<file path="config.mk">
export PLATFORM = sky130hd
export DESIGN_NAME = csr_unit
export DESIGN_NICKNAME = d
export VERILOG_FILES = /design/src/rtl/csr_pkg.sv /design/src/rtl/csr_wdata_mux.sv /design/src/rtl/csr_unit.sv
export SDC_FILE = /design/constraint.sdc
export NUM_CORES = 1
export LEC_CHECK = 0
export CAP_MARGIN = 20
export CORE_ASPECT_RATIO = 1.5
export CORE_UTILIZATION = 51
export DETAILED_ROUTE_END_ITERATION = 10
export PLACE_DENSITY = 0.87
export SYNTH_ARGS = -nofsm -noshare
export SYNTH_HDL_FRONTEND = slang
export SYNTH_SLANG_ARGS = --single-unit
</file>
<file path="constraint.sdc">
create_clock -name clk_i -period 5.4 [get_ports clk_i]
set_clock_uncertainty 0.15 [all_clocks]
set_input_delay 1.62 -clock clk_i [delete_from_list [all_inputs] [get_ports clk_i]]
set_output_delay 1.62 -clock clk_i [all_outputs]
set_load 0.02 [all_outputs]
</file>
<file path="src/rtl/csr_pkg.sv">
// Shared CSR addresses, bit positions and constants for csr_unit.
// Optional mscratch register is enabled with the CSR_MSCRATCH_EN macro.
package csr_pkg;

    localparam logic [11:0] CSR_MSTATUS  = 12'h300;
    localparam logic [11:0] CSR_MIE      = 12'h304;
    localparam logic [11:0] CSR_MTVEC    = 12'h305;
    localparam logic [11:0] CSR_MSCRATCH = 12'h340;
    localparam logic [11:0] CSR_MEPC     = 12'h341;
    localparam logic [11:0] CSR_MCAUSE   = 12'h342;
    localparam logic [11:0] CSR_MIP      = 12'h344;

    localparam int MIE_BIT  = 3;
    localparam int MPIE_BIT = 7;
    localparam int MBIE_BIT = 11;
    localparam int MBIP_BIT = 11;

    localparam logic [31:0] MCAUSE_IRQ  = 32'h8000_0800;
    localparam logic [31:0] MSTATUS_RST = 32'h0000_1800;
    localparam logic [31:0] ALIGN_MASK  = 32'hFFFF_FFFC;

endpackage

</file>
<file path="src/rtl/csr_wdata_mux.sv">
// Computes the post-access value of a CSR from its old value and the mask.
// Write beats set, set beats clear.
module csr_wdata_mux (
    input  logic [31:0] old_i,
    input  logic [31:0] wdata_i,
    input  logic        write_i,
    input  logic        set_i,
    input  logic        clear_i,
    output logic [31:0] new_o
);

    always_comb begin
        new_o = old_i;
        if (write_i) begin
            new_o = wdata_i;
        end else if (set_i) begin
            new_o = old_i | wdata_i;
        end else if (clear_i) begin
            new_o = old_i & ~wdata_i;
        end
    end

endmodule

</file>
<file path="src/rtl/csr_unit.sv">
// Machine-mode CSR file: software access, interrupt entry and mret.
// Define CSR_MSCRATCH_EN to add the mscratch register at 0x340.
module csr_unit
    import csr_pkg::*;
#(
    parameter logic [31:0] RESET_MTVEC = 32'h0000_0000
) (
    input  logic        clk_i,
    input  logic        rst_i,
    input  logic [11:0] addr_i,
    input  logic [31:0] wdata_i,
    input  logic        irq_i,
    input  logic [31:0] pc_i,
    input  logic        write_i,
    input  logic        set_i,
    input  logic        clear_i,
    input  logic        interrupt_i,
    input  logic        mret_i,
    output logic [31:0] rdata_o,
    output logic [31:0] mtvec_o,
    output logic [31:0] mepc_o,
    output logic        ipending_o
);

    logic        mie_q, mie_d;
    logic        mpie_q, mpie_d;
    logic        mbie_q, mbie_d;
    logic        mbip_q, mbip_d;
    logic [31:0] mtvec_q, mtvec_d;
    logic [31:0] mepc_q, mepc_d;
    logic [31:0] mcause_q, mcause_d;
`ifdef CSR_MSCRATCH_EN
    logic [31:0] mscratch_q, mscratch_d;
`endif

    logic [31:0] mstatus_rd;
    logic [31:0] wnew;
    logic        sw_op;

    assign sw_op = write_i | set_i | clear_i;

    always_comb begin
        mstatus_rd = MSTATUS_RST;
        mstatus_rd[MIE_BIT] = mie_q;
        mstatus_rd[MPIE_BIT] = mpie_q;
    end

    always_comb begin
        rdata_o = 32'h0;
        case (addr_i)
            CSR_MSTATUS:  rdata_o = mstatus_rd;
            CSR_MIE:      rdata_o[MBIE_BIT] = mbie_q;
            CSR_MTVEC:    rdata_o = mtvec_q & ALIGN_MASK;
            CSR_MEPC:     rdata_o = mepc_q & ALIGN_MASK;
            CSR_MCAUSE:   rdata_o = mcause_q;
            CSR_MIP:      rdata_o[MBIP_BIT] = mbip_q;
`ifdef CSR_MSCRATCH_EN
            CSR_MSCRATCH: rdata_o = mscratch_q;
`endif
            default:      rdata_o = 32'h0;
        endcase
    end

    csr_wdata_mux u_wdata_mux (
        .old_i   (rdata_o),
        .wdata_i (wdata_i),
        .write_i (write_i),
        .set_i   (set_i),
        .clear_i (clear_i),
        .new_o   (wnew)
    );

    // Later assignments win: software < mret < interrupt.
    always_comb begin
        mie_d    = mie_q;
        mpie_d   = mpie_q;
        mbie_d   = mbie_q;
        mbip_d   = irq_i;
        mtvec_d  = mtvec_q;
        mepc_d   = mepc_q;
        mcause_d = mcause_q;
`ifdef CSR_MSCRATCH_EN
        mscratch_d = mscratch_q;
`endif
        if (sw_op) begin
            case (addr_i)
                CSR_MSTATUS: begin
                    mie_d  = wnew[MIE_BIT];
                    mpie_d = wnew[MPIE_BIT];
                end
                CSR_MIE:      mbie_d = wnew[MBIE_BIT];
                CSR_MTVEC:    mtvec_d = wnew & ALIGN_MASK;
                CSR_MEPC:     mepc_d = wnew & ALIGN_MASK;
                CSR_MCAUSE:   mcause_d = wnew;
`ifdef CSR_MSCRATCH_EN
                CSR_MSCRATCH: mscratch_d = wnew;
`endif
                default: ;
            endcase
        end
        if (mret_i) begin
            mie_d  = mpie_q;
            mpie_d = 1'b1;
        end
        if (interrupt_i) begin
            mepc_d   = pc_i & ALIGN_MASK;
            mcause_d = MCAUSE_IRQ;
            mpie_d   = mie_q;
            mie_d    = 1'b0;
        end
    end

    always_ff @(posedge clk_i) begin
        if (rst_i) begin
            mie_q    <= MSTATUS_RST[MIE_BIT];
            mpie_q   <= MSTATUS_RST[MPIE_BIT];
            mbie_q   <= 1'b0;
            mbip_q   <= 1'b0;
            mtvec_q  <= RESET_MTVEC;
            mepc_q   <= 32'h0;
            mcause_q <= 32'h0;
        end else begin
            mie_q    <= mie_d;
            mpie_q   <= mpie_d;
            mbie_q   <= mbie_d;
            mbip_q   <= mbip_d;
            mtvec_q  <= mtvec_d;
            mepc_q   <= mepc_d;
            mcause_q <= mcause_d;
        end
    end

`ifdef CSR_MSCRATCH_EN
    always_ff @(posedge clk_i) begin
        if (rst_i) begin
            mscratch_q <= 32'h0;
        end else begin
            mscratch_q <= mscratch_d;
        end
    end
`endif

    assign mtvec_o    = mtvec_q & ALIGN_MASK;
    assign mepc_o     = mepc_q & ALIGN_MASK;
    assign ipending_o = mie_q & mbie_q & mbip_q;

endmodule

</file>
==> load_flow_metrics.sql <==
INSERT INTO impl_metrics (metric_group, metric, value, unit) VALUES
('run_status', 'result_of_the_run', 'finished clean', ''),
('routing', 'drt_iter0_markers', '584', ''),
('die', 'die-height', '132', 'um'),
('die', 'count_of_standard_cell_rows', '47', ''),
('clocking', 'cts_htree_levels', '3', ''),
('routing', 'route.final.wire_length', '21300', 'um'),
('layout', 'nets', '929', ''),
('die', 'die_span_x', '89.0', 'um'),
('global_route', 'initial_antenna_violation_count', '0', ''),
('synth', 'netlist.top_cell.by_area', 'sky130_fd_sc_hd__dfxtp_1', ''),
('setup_path', 'setup.reg_to_reg.worst_slack', '3.57', 'ns'),
('setup_path', 'crit_path_end_kind', 'output pin', ''),
('layout', 'fin_area', '0.00815', 'mm2'),
('layout', 'antenna_cells', '0', ''),
('setup_path', 'worst_ep_required_time', '3.63', 'ns'),
('sta', 'max_slew.worst_pin.slew', '0.999', 'ns'),
('clocking', 'cts.sinks', '96', ''),
('sta', 'finalWorstPathRequiredPeriod', '5.36', 'ns'),
('routing', 'drt_pre_antenna_iters', '6', ''),
('flow_run', 'maxCapViolations', '0', ''),
('layout', 'ff_latch_area', '0.00192', 'mm2'),
('die', 'ioPinCount', '181', ''),
('power_and_ir_drop', 'power.combinational.fraction', '0.170', ''),
('place', 'placed_cell_area', '0.00787', 'mm2'),
('place', 'number_of_port_buffers', '174', ''),
('clocking', 'cts_made_buffers', '9', ''),
('routing', 'num_vias', '6597', ''),
('synth', 'async_reset_ff_frac', '0', ''),
('synth', 'synth.most_common_cell', 'sky130_fd_sc_hd__dfxtp_1', ''),
('layout', 'multi_input_comb_area', '0.00349', 'mm2'),
('sta', 'timing_hold_violations_final', '0', ''),
('setup_path', 'cpMaxStageDelayCell', 'sky130_fd_sc_hd__or4_4', ''),
('die', 'start_util', '0.524', ''),
('sta', 'worst_slack', '0.0406', 'ns'),
('power_and_ir_drop', 'intPower', '1.30', 'mW'),
('sta', 'finalSetupViolations', '0', ''),
('global_route', 'track_usage', '0.359', ''),
('die', 'dieArea', '0.0118', 'mm2'),
('sta', 'final_max_slew_viol_count', '0', ''),
('sta', 'worst_slew_margin_rel', '0.334', ''),
('synth', 'synth_warnings', '0', ''),
('clocking', 'clock_tree.buffer_depth', '2', ''),
('routing', 'drt.antenna.violating_nets', '0', ''),
('synth', 'mapped_avg_cell_area', '8.63', 'um2'),
('setup_path', 'critical_path_class', 'in2out', ''),
('die', 'core-area', '0.0111', 'mm2'),
('sta', 'final.hold.worst_slack', '0.341', 'ns'),
('power_and_ir_drop', 'sequentialPowerShare', '0.418', ''),
('layout', 'flow.area_growth_from_synthesis', '40.7', '%'),
('routing', 'wire_per_inst', '21.4', 'um'),
('global_route', 'first_global_vias', '6719', ''),
('place', 'globalplace.congestion', '0.902', ''),
('synth', 'synthDistinctLibCells', '56', ''),
('sta', 'final.setup.tns', '0', 'ns'),
('place', 'dp_cells', '979', ''),
('place', 'dp_worst_setup_slack', '-0.290', 'ns'),
('clocking', 'cts_tree', 'built', ''),
('clocking', 'clkSlewWorstSetupHoldPaths', '0.07', 'ns'),
('setup_path', 'critical-path-max-stage-delay', '0.61', 'ns'),
('setup_path', 'critPathLaunchType', 'input pin', ''),
('synth', 'synth.area.top_cells', 'sky130_fd_sc_hd__dfxtp_1 (33%), sky130_fd_sc_hd__a21oi_1 (5.7%), sky130_fd_sc_hd__o2bb2ai_2 (5.2%)', ''),
('power_and_ir_drop', 'power.density_cell_area', '218', 'mW/mm2'),
('synth', 'ys_dominant_reg_cell', 'sky130_fd_sc_hd__dfxtp_1', ''),
('worst_hold_path', 'worstHoldPathType', 'reg2reg', ''),
('clocking', 'ctsRootBufferMaster', 'sky130_fd_sc_hd__clkbuf_16', ''),
('routing', 'route.detailed.drc', '0', ''),
('layout', 'finalCoreUtilization', '0.737', ''),
('sta', 'timing.fmax', '187', 'MHz'),
('synth', 'synth-seq-cells', '96', ''),
('setup_path', 'count_of_buffer_and_inverter_cells_on_the_critical_path', '3', ''),
('layout', 'total_of_fill_cells_in_the_finished_design', '838', '');
==> worst paths after layout <==
path              cells past startpoint                       from                       end
hold reg to reg                       2   mcause_q[1]$_SDFFE_PP0P_  mcause_q[1]$_SDFFE_PP0P_
hold / removal                        2   mcause_q[1]$_SDFFE_PP0P_  mcause_q[1]$_SDFFE_PP0P_
setup reg to reg                      6  mcause_q[11]$_SDFFE_PP0P_  mtvec_q[11]$_SDFFE_PP0P_
setup / recovery                      7                  addr_i[3]               rdata_o[16]
==> registers in the layout, indices dropped and copies added, names as in the netlist <==
register / cells
mbie_q: 1
mbip_q: 1
mcause_q: 32
mepc_q: 30
mie_q: 1
mpie_q: 1
mtvec_q: 30
==> cell usage in the layout (no fill, tap or decap), types with 3 or more instances in the layout <==
cell type	instances
sky130_fd_sc_hd__a21oi_1	66
sky130_fd_sc_hd__nand2b_1	4
sky130_fd_sc_hd__conb_1	4
sky130_fd_sc_hd__a311oi_1	18
sky130_fd_sc_hd__o2bb2ai_2	21
sky130_fd_sc_hd__nor4bb_1	3
sky130_fd_sc_hd__or2_2	30
sky130_fd_sc_hd__inv_1	4
sky130_fd_sc_hd__clkdlybuf4s50_1	140
sky130_fd_sc_hd__clkbuf_2	14
sky130_fd_sc_hd__and3_1	3
sky130_fd_sc_hd__dfxtp_1	96
sky130_fd_sc_hd__buf_12	6
sky130_fd_sc_hd__a311oi_2	11
sky130_fd_sc_hd__buf_2	3
sky130_fd_sc_hd__nor2_1	41
sky130_fd_sc_hd__or3_1	3
sky130_fd_sc_hd__clkdlybuf4s15_1	5
sky130_fd_sc_hd__a32oi_1	27
sky130_fd_sc_hd__o21ai_0	29
sky130_fd_sc_hd__a211oi_1	10
sky130_fd_sc_hd__nand4_1	3
sky130_fd_sc_hd__o22ai_1	29
sky130_fd_sc_hd__and2_1	31
sky130_fd_sc_hd__clkbuf_16	9
sky130_fd_sc_hd__a211oi_2	22
sky130_fd_sc_hd__nand3_1	31
sky130_fd_sc_hd__dlygate4sd2_1	9
sky130_fd_sc_hd__nand2_1	36
sky130_fd_sc_hd__a31oi_1	5
sky130_fd_sc_hd__a22oi_1	29
sky130_fd_sc_hd__buf_4	55
sky130_fd_sc_hd__o2bb2ai_1	4
==> per-layer routing <==
layer / routed length (um) / track usage
met4: 1040 / 0.222
met2: 10800 / 0.609
met5: 0 / 0
met1: 7700 / 0.406
met3: 1760 / 0.0680
==> worst reg2reg max path: stages (launching register included) <==
cell	delay (ns)
sky130_fd_sc_hd__dfxtp_1	0.33
sky130_fd_sc_hd__nor4bb_1	0.30
sky130_fd_sc_hd__o311ai_1	0.14
sky130_fd_sc_hd__buf_4	0.17
sky130_fd_sc_hd__a221oi_2	0.33
sky130_fd_sc_hd__nor2_1	0.12
sky130_fd_sc_hd__a211oi_1	0.20
==> power by group through the flow <==
stage | registers [mW] | clock network, mW | logic [mW]
6_report | 0.741 | 0.730 | 0.301
5_1_grt | 0.742 | 0.751 | 0.316
4_1_cts | 0.740 | 0.726 | 0.294
3_5_place_dp | 0.756 | 0 | 0.292
3_3_place_gp | 0.756 | 0 | 0.282
2_1_floorplan | 0.771 | 0 | 0.130
==> what timing repair did <==
| item | 4_1_cts | 5_1_grt |
|---|---|---|
| setup buffers | 0 | 1 |
| pin swaps | 0 | 1 |
| setup endpoints to repair | 32 | 28 |
| gates resized for setup | 44 | 33 |
| hold buffers | 0 | 0 |
==> area by class of cell <==
| class | count | share of cell area |
|---|---|---|
| well taps | 147 | 0.0226 |
| multi-input cells | 498 | 0.428 |
| inverters | 4 | 0.00184 |
| clock inverters | 5 | 0.0104 |
| clock buffers | 11 | 0.0310 |
| repair buffers | 236 | 0.270 |
| flip-flops and latches | 96 | 0.236 |
==> logic make-up after synthesis <==
family	after synthesis	share of synthesized area
compound gates	287	0.399
buf+inv	80	0.0733
flops	96	0.332
mux	1	0.00173
other cells	1	0.000648
simple gates	206	0.193
Power figures use the tool's default switching activity.
